===== config.mk =====
export PLATFORM = sky130hd
export DESIGN_NAME = bus_rr_arbiter
export DESIGN_NICKNAME = d
export VERILOG_FILES = /design/src/rtl/bus_rr_arbiter.sv
export SDC_FILE = /design/constraint.sdc
export NUM_CORES = 1
export LEC_CHECK = 0
export ABC_AREA = 1
export CORE_MARGIN = 2
export CORE_UTILIZATION = 35
export DETAILED_ROUTE_END_ITERATION = 6
export GPL_TIMING_DRIVEN = 0
export PLACE_DENSITY_LB_ADDON = 0.3
export REMOVE_ABC_BUFFERS = 1
export SLEW_MARGIN = 40
export SYNTH_ARGS = -nofsm -noshare
export SYNTH_HDL_FRONTEND = slang
export SYNTH_SLANG_ARGS = --single-unit

===== constraint.sdc =====
create_clock -name clk_i -period 3.7 [get_ports clk_i]
set_clock_uncertainty 0.05 [all_clocks]
set_input_delay 0.74 -clock clk_i [delete_from_list [all_inputs] [get_ports clk_i]]
set_output_delay 0.74 -clock clk_i [all_outputs]
set_load 0.03 [all_outputs]

===== src/rtl/bus_rr_arbiter.sv =====
// Round-robin arbiter sharing one slave port between N bus masters; the owner holds until it drops cyc.
// Define ARB_TIMEOUT_EN to build the watchdog that reclaims the bus from a master stalled without ack.
module bus_rr_arbiter #(
  parameter int unsigned N       = 4,
  parameter int unsigned IW      = 2,
  parameter int unsigned TIMEOUT = 255
) (
  input  logic          clk_i,
  input  logic          rst_i,
  input  logic [N-1:0]  cyc_i,
  input  logic          ack_i,
  output logic          cyc_o,
  output logic [N-1:0]  gnt_o,
  output logic [IW-1:0] gnt_idx_o,
  output logic          busy_o,
  output logic          timeout_o
);

  typedef enum logic {
    IDLE,
    GRANT
  } state_t;

  state_t          state_q, state_d;
  logic [N-1:0]    gnt_q, gnt_d;
  logic [IW-1:0]   idx_q, idx_d;
  logic [N-1:0]    mask_q;
  logic [N-1:0]    elig;
  logic            owner_cyc;

  logic [IW-1:0]   start_idx;
  logic [2*N-1:0]  elig_dbl;
  logic [N-1:0]    elig_rot;
  logic [IW-1:0]   win_off;
  logic [IW:0]     win_sum;
  logic [IW-1:0]   win_idx;
  logic            win_vld;

`ifdef ARB_TIMEOUT_EN
  logic [N-1:0]    mask_d;
  logic [15:0]     cnt_q, cnt_d;
  logic            tmo_q, tmo_d;
`else
  logic            unused_ack;
  assign unused_ack = ack_i;
  assign mask_q     = '0;
`endif

  // gnt_q is one-hot, so this selects cyc_i[owner] without an index decode
  assign owner_cyc = |(cyc_i & gnt_q);
  assign elig      = cyc_i & ~mask_q;

  // Rotate the eligible set so bit 0 is the master after the last owner,
  // take the lowest set bit, then rotate the offset back to a master index.
  always_comb begin
    start_idx = (idx_q >= IW'(N - 1)) ? '0 : idx_q + 1'b1;
    elig_dbl  = {elig, elig} >> start_idx;
    elig_rot  = elig_dbl[N-1:0];
    win_vld   = 1'b0;
    win_off   = '0;
    for (int unsigned i = 0; i < N; i++) begin
      if (!win_vld && elig_rot[i]) begin
        win_vld = 1'b1;
        win_off = IW'(i);
      end
    end
    win_sum = {1'b0, start_idx} + {1'b0, win_off};
    win_idx = (win_sum >= (IW+1)'(N)) ? IW'(win_sum - (IW+1)'(N)) : win_sum[IW-1:0];
  end

  always_comb begin
    state_d = state_q;
    gnt_d   = gnt_q;
    idx_d   = idx_q;
`ifdef ARB_TIMEOUT_EN
    mask_d  = mask_q & cyc_i;
    cnt_d   = cnt_q;
    tmo_d   = 1'b0;
`endif
    unique case (state_q)
      IDLE: begin
        if (win_vld) begin
          state_d = GRANT;
          gnt_d   = {{(N-1){1'b0}}, 1'b1} << win_idx;
          idx_d   = win_idx;
`ifdef ARB_TIMEOUT_EN
          cnt_d   = '0;
`endif
        end
      end
      GRANT: begin
        if (!owner_cyc) begin
          state_d = IDLE;
          gnt_d   = '0;
        end
`ifdef ARB_TIMEOUT_EN
        else if (ack_i) begin
          cnt_d = '0;
        end else if (cnt_q == 16'(TIMEOUT - 1)) begin
          // This cycle's increment would reach TIMEOUT: release instead of counting.
          state_d = IDLE;
          gnt_d   = '0;
          mask_d  = mask_q | gnt_q;
          cnt_d   = '0;
          tmo_d   = 1'b1;
        end else begin
          cnt_d = cnt_q + 16'd1;
        end
`endif
      end
      default: begin
        state_d = IDLE;
        gnt_d   = '0;
      end
    endcase
  end

  always_ff @(posedge clk_i or posedge rst_i) begin
    if (rst_i) begin
      state_q <= IDLE;
      gnt_q   <= '0;
      idx_q   <= IW'(N - 1);
    end else begin
      state_q <= state_d;
      gnt_q   <= gnt_d;
      idx_q   <= idx_d;
    end
  end

`ifdef ARB_TIMEOUT_EN
  always_ff @(posedge clk_i or posedge rst_i) begin
    if (rst_i) begin
      mask_q <= '0;
      cnt_q  <= '0;
      tmo_q  <= 1'b0;
    end else begin
      mask_q <= mask_d;
      cnt_q  <= cnt_d;
      tmo_q  <= tmo_d;
    end
  end

  assign timeout_o = tmo_q;
`else
  assign timeout_o = 1'b0;
`endif

  assign busy_o    = (state_q == GRANT);
  assign gnt_o     = gnt_q;
  assign gnt_idx_o = idx_q;
  assign cyc_o     = busy_o & owner_cyc;

endmodule


; ---- After elaboration in Yosys (flattened, before gate mapping)
; Cells that the tools add are included.
[word_totals]
regBits = 7
in_bits = 7
[classes]
addsub = 3
n_lt_le_gt_ge = 2
n_eq_ne = 2
shift = 2
muxes = 15
n_bitwise = 3
n_reduce_logical = 9
[op_table]
columns = op, count
row1 = $mux W2, 4
row2 = $mux W4, 2
row3 = $pmux W4 S2, 1
row4 = $shr A8 B2 Y4, 1
row5 = $mux W1, 7
row6 = $and A4 B4 Y4, 1
row7 = $ne A2 B2 Y1 const B, 2
row8 = $reduce_and A2 Y1, 2
row9 = $reduce_or A4 Y1, 1
row10 = $shl A1 B2 Y4 const A, 1
row11 = $add A2 B2 Y3, 1
row12 = $ge A3 B3 Y1 const B, 1
row13 = $logic_and A1 B1 Y1, 3
row14 = $logic_not A1 Y1, 3
row15 = $add A2 B1 Y2 const B, 1
row16 = $ge A2 B2 Y1 const B, 1
row17 = $pmux W1 S2, 1
row18 = $sub A2 B1 Y2 const B, 1
row19 = $and A1 B1 Y1, 1
row20 = $not A1 Y1, 1

; ---- Depth between registers and ports, before layout
; Gate-level depths: netlist (run 1).
[logic_depth]
depth_word = 19
ltp_mapped = 15
mapped_depth_nobuf = 15

; ---- Worst setup path after synthesis (run 1)
; No wires, ideal clock.
[synth_path]
path_type = register -> register
start = register idx_q[0] (netlist: gnt_idx_o[0])
end = register gnt_q[3] (netlist: gnt_o[3])
setup_time_ns = 0.117
arrival_time_ns = 2.125
t_required_ns = 3.533
setup_slack_ns = 1.408
path_stages_with_launch = 14
synth_period_minus_slack_ns = 2.292
cell_sequence = dfstp_2 -> ha_1 -> buf_4 -> inv_1 -> nand3_2 -> nand2_2 -> a21oi_1 -> nor2_1 -> ha_1 -> xor2_1 -> nand3b_1 -> nand2_2 -> nand2_1 -> nand2_1
[synth_between]
elab_chain_len = 19
[synth_lines]
columns = element, line
row1 = "start, declared", 26  ; logic [IW-1:0] idx_q, idx_d;
row2 = "start signal, assigned", 122  ; idx_q <= IW'(N - 1);
row3 = "start signal, assigned", 126  ; idx_q <= idx_d;
row4 = $add A2 B1 Y2 / $ge A2 B2 Y1 (equally long branches), 56  ; start_idx = (idx_q >= IW'(N - 1)) ? '0 : idx_q + 1'b1;
row5 = $mux W2 (*), 56
row6 = $shr A8 B2 Y4, 57  ; elig_dbl = {elig, elig} >> start_idx;
row7 = $mux W1, 62  ; if (!win_vld && elig_rot[i]) begin
row8 = $logic_not A1 Y1, 62
row9 = $logic_and A1 B1 Y1, 62
row10 = $mux W1, 62
row11 = $logic_not A1 Y1, 62
row12 = [... 3 more ...], --
row13 = $logic_and A1 B1 Y1, 62
row14 = $mux W2, 62
row15 = $add A2 B2 Y3, 67  ; win_sum = {1'b0, start_idx} + {1'b0, win_off};
row16 = $ge A3 B3 Y1 / $sub A2 B1 Y2 (equally long branches), 68  ; win_idx = (win_sum >= (IW+1)'(N)) ? IW'(win_sum - (IW+1)'(N)) : win_sum[IW-1:0];
row17 = $mux W2, 68
row18 = $shl A1 B2 Y4, 84  ; gnt_d = {{(N-1){1'b0}}, 1'b1} << win_idx;
row19 = $mux W4, 82  ; if (win_vld) begin
row20 = $pmux W4 S2, 80  ; unique case (state_q)
row21 = "end signal, assigned", 125  ; gnt_q <= gnt_d;
row22 = "end, declared", 25  ; logic [N-1:0] gnt_q, gnt_d;
; Mark *: on every way between the ends. The rest lies on a longest branch, timed or not. The select of a mux whose other input is x is not followed.
; A chain may end at the register's enable or synchronous reset.

; ---- Final worst setup path (run 1)
[layout_path]
start = input port cyc_i[0]
end = output port cyc_o
[layout_between]
elab_chain_len = 3
[layout_lines]
columns = element, line
row1 = "start, declared", 10  ; input logic [N-1:0] cyc_i,
row2 = $and A4 B4 Y4, 50  ; assign owner_cyc = |(cyc_i & gnt_q);
row3 = $reduce_or A4 Y1, 50
row4 = $and A1 B1 Y1, 151  ; assign cyc_o = busy_o & owner_cyc;
row5 = "end, declared", 12  ; output logic cyc_o,
; Every way passes these cells.

==> results of run 1 <==
==> routing by layer <==
layer	up-vias	global-route usage, %	wire length, microns
met2	18	24.72	643
li1	319	-	-
met4	0	8.571	16
met5	-	0	0
met1	277	20.29	642
met3	2	2.353	36
==> worst max-delay path, delay by kind of cell <==
family                 cells  cell delay, ps
buffers and inverters      3            1230
and+or+nand+nor            3             240
==> registers in the layout, indices dropped and copies added, names as in the netlist <==
register,count
busy_o,1
gnt_idx_o,2
gnt_o,4
==> metrics by stage <==
step           worst slack [ps]  cells  cell area [sq um]  hold WS (ps)  util (%)
3_3_place_gp              708.6    130              775.7         425.4     45.42
3_5_place_dp              703.3    130              775.7         434.7     45.42
4_1_cts                   685.5    134              802.0         444.6     46.96
6_report                  689.2    134              802.0         440.2     46.96
5_1_grt                   624.3    134              802.0         472.1     46.96
2_1_floorplan              1445     92              614.3         483.1         -
==> logic make-up after synthesis <==
group | Yosys count
AO/OA/AOI/OAI | 5
XOR/XNOR | 1
buffers and inverters | 16
flip-flops | 7
AND/OR/NAND/NOR | 62
adder cells (fa/ha/maj) | 2
other | 1
==> worst max path at each step <==
stage	slack, ps	depth (start not counted)	from	to
6_report	690	6	cyc_i[0]	cyc_o
3_3_place_gp	710	6	cyc_i[3]	cyc_o
3_5_place_dp	700	6	cyc_i[0]	cyc_o
2_1_floorplan	1440	12	gnt_idx_o[0]	gnt_o[3]
4_1_cts	690	6	cyc_i[0]	cyc_o
5_1_grt	620	6	cyc_i[3]	cyc_o
==> synthesized netlist by cell type, types with 3 or more instances <==
| cell | number | area, sq um |
|---|---|---|
| nand2_1 | 31 | 116.4 |
| nor2_1 | 3 | 11.26 |
| nand2_2 | 8 | 50.05 |
| inv_1 | 12 | 45.04 |
| nand3_1 | 11 | 55.05 |
| o21ai_1 | 3 | 15.01 |
| dfrtp_1 | 5 | 125.1 |
| nand3_2 | 3 | 30.03 |
==> cell type report <==
| cell class | instances | area [sq um] | share of cell area [%] |
|---|---|---|---|
| tap | 25 | 31.28 | 3.900 |
| timing repair buffer | 13 | 130.1 | 16.22 |
| inverter | 14 | 52.55 | 6.552 |
| sequential | 7 | 177.7 | 22.15 |
| clock buffer | 4 | 26.28 | 3.276 |
| multi-input combinational | 71 | 384.1 | 47.89 |
==> results_dict.tcl, run 1 <==
set metrics [dict create \
    core-area_sq_um 1708 \
    post_cts.repair.setup_buffers 0 \
    r2r-start "gnt_idx_o[0]" \
    dieArea_sq_um 2153 \
    hold_buffers 0 \
    die_w_microns 46.41 \
    worst_ep_required_time_ps 2910 \
    min_path_cells 2 \
    port_buffers 13 \
    drt_wl_total_microns 1338 \
    fillerInstances 174 \
    place_hpwl_microns 1076 \
    arrival_ps 2220 \
    clk-insertion-delay-late_ps 250 \
    gp_routability_congestion 0.8151 \
    synth_xor_area_share_pct 1.392 \
    drive_gt1_share_pct 20.18 \
    grt_first_pass_wirelength_microns 2352 \
    syn-cell-area_sq_um 629.4 \
    drc 0 \
    crit_chain "clkdlybuf4s50_1, nand2_1, nand4_1, inv_1, nor2_1, clkdlybuf4s50_1" \
    cpMaxStageDelayCell "clkdlybuf4s50_1" \
    fin_nets 119 \
    clk_pin_slew_ps 50 \
    vias 616 \
    io_pins 16 \
    start_util_pct 36.85 \
    setup_viol 0 \
    hold_path.startpoint "gnt_idx_o[1]" \
    hold_viol_final 0 \
    async_reset_ff_share_pct 100.0 \
    cts_tree "built" \
    fmax_mhz 332.1 \
    synth-seq-cells 7 \
    track_usage_pct 15.68 \
    synth_top_family_by_area "simple AND/OR/NAND/NOR gates" \
    initialDrtViolationCount 9 \
    reg2reg_slack_ps 1340 \
    cts-root-buf "clkbuf_4" \
    r2r_end "gnt_o[3]" \
    synthMuxAreaShare_pct 0 \
    synthesis.instances 94 \
    cts_repair_resize_count 0 \
    synthAdderAreaFrac_pct 3.976 \
    cts.sinks 7 \
    wl_per_cell_microns 9.985 \
    path_max_fanout 3 \
    crit_top_cell "clkdlybuf4s50_1" \
    whs_endpoint "gnt_idx_o[1]" \
    synth-simple-area-share_pct 51.09 \
    synth-main-ff-cell "dfrtp_1" \
    clockBufferDepth 2 \
    hold_class "reg2reg" \
    placementRows 15 \
    slew_viol_final 0 \
    seq_area_frac_synth_pct 28.23 \
    cts_inserted_buffers 3 \
    end_kind "primary output" \
    final_common_cell "nand2_1" \
    path_class "in2out" \
    yosysWarnings 0 \
    first_pass_iters 4 \
    fin_crit_ps 3011 \
    final_cell_mix "nand2_1 (31), clkdlybuf4s50_1 (13), inv_1 (12)" \
    cap_viol_max_count 0 \
    min_period_over_period_pct 81.37 \
    via_per_inst 4.597 \
    status "complete, no violations" \
    worstRegToRegCells 12 \
    critPathMaxStageDelay_ps 680 \
    synth_compound_area_share_pct 3.976 \
    diodes 0 \
    grt_max_degree 9 \
    antenna_found_initial 0 \
    die_h_microns 46.41 \
    avgSynthCellArea_sq_um 6.695 \
    ant_nets 0 \
    htree_levels 1 \
    final.setup.tns_ps 0 \
    syn2layout_area_growth_pct 27.44 \
    grt_pass1_vias 568 \
    cp-start-kind "input pin" \
    overflow 0 \
    grt_setup_unrepaired "false" \
    synth-edff-count 0 \
    ys_types 20 \
]
Power of run 1 is left out: the tool's default activity adds up to more than one toggle a clock period on the data nets, which glitch-free logic cannot reach.
==> run 2, diff against run 1 <==
clock period = 3 ns   (was 3.7 ns; I/O delays follow)
==> results of run 2 <==
The final DEF is identical to that of run 1. Status: complete, no violations.
Main changes from that run: setup slack after placement 703.3 ps -> 283.3 ps; setup slack after layout 689.2 ps -> 269.2 ps; register-to-register setup slack 1340 ps -> 640 ps
Power of run 2 is left out for the same reason.
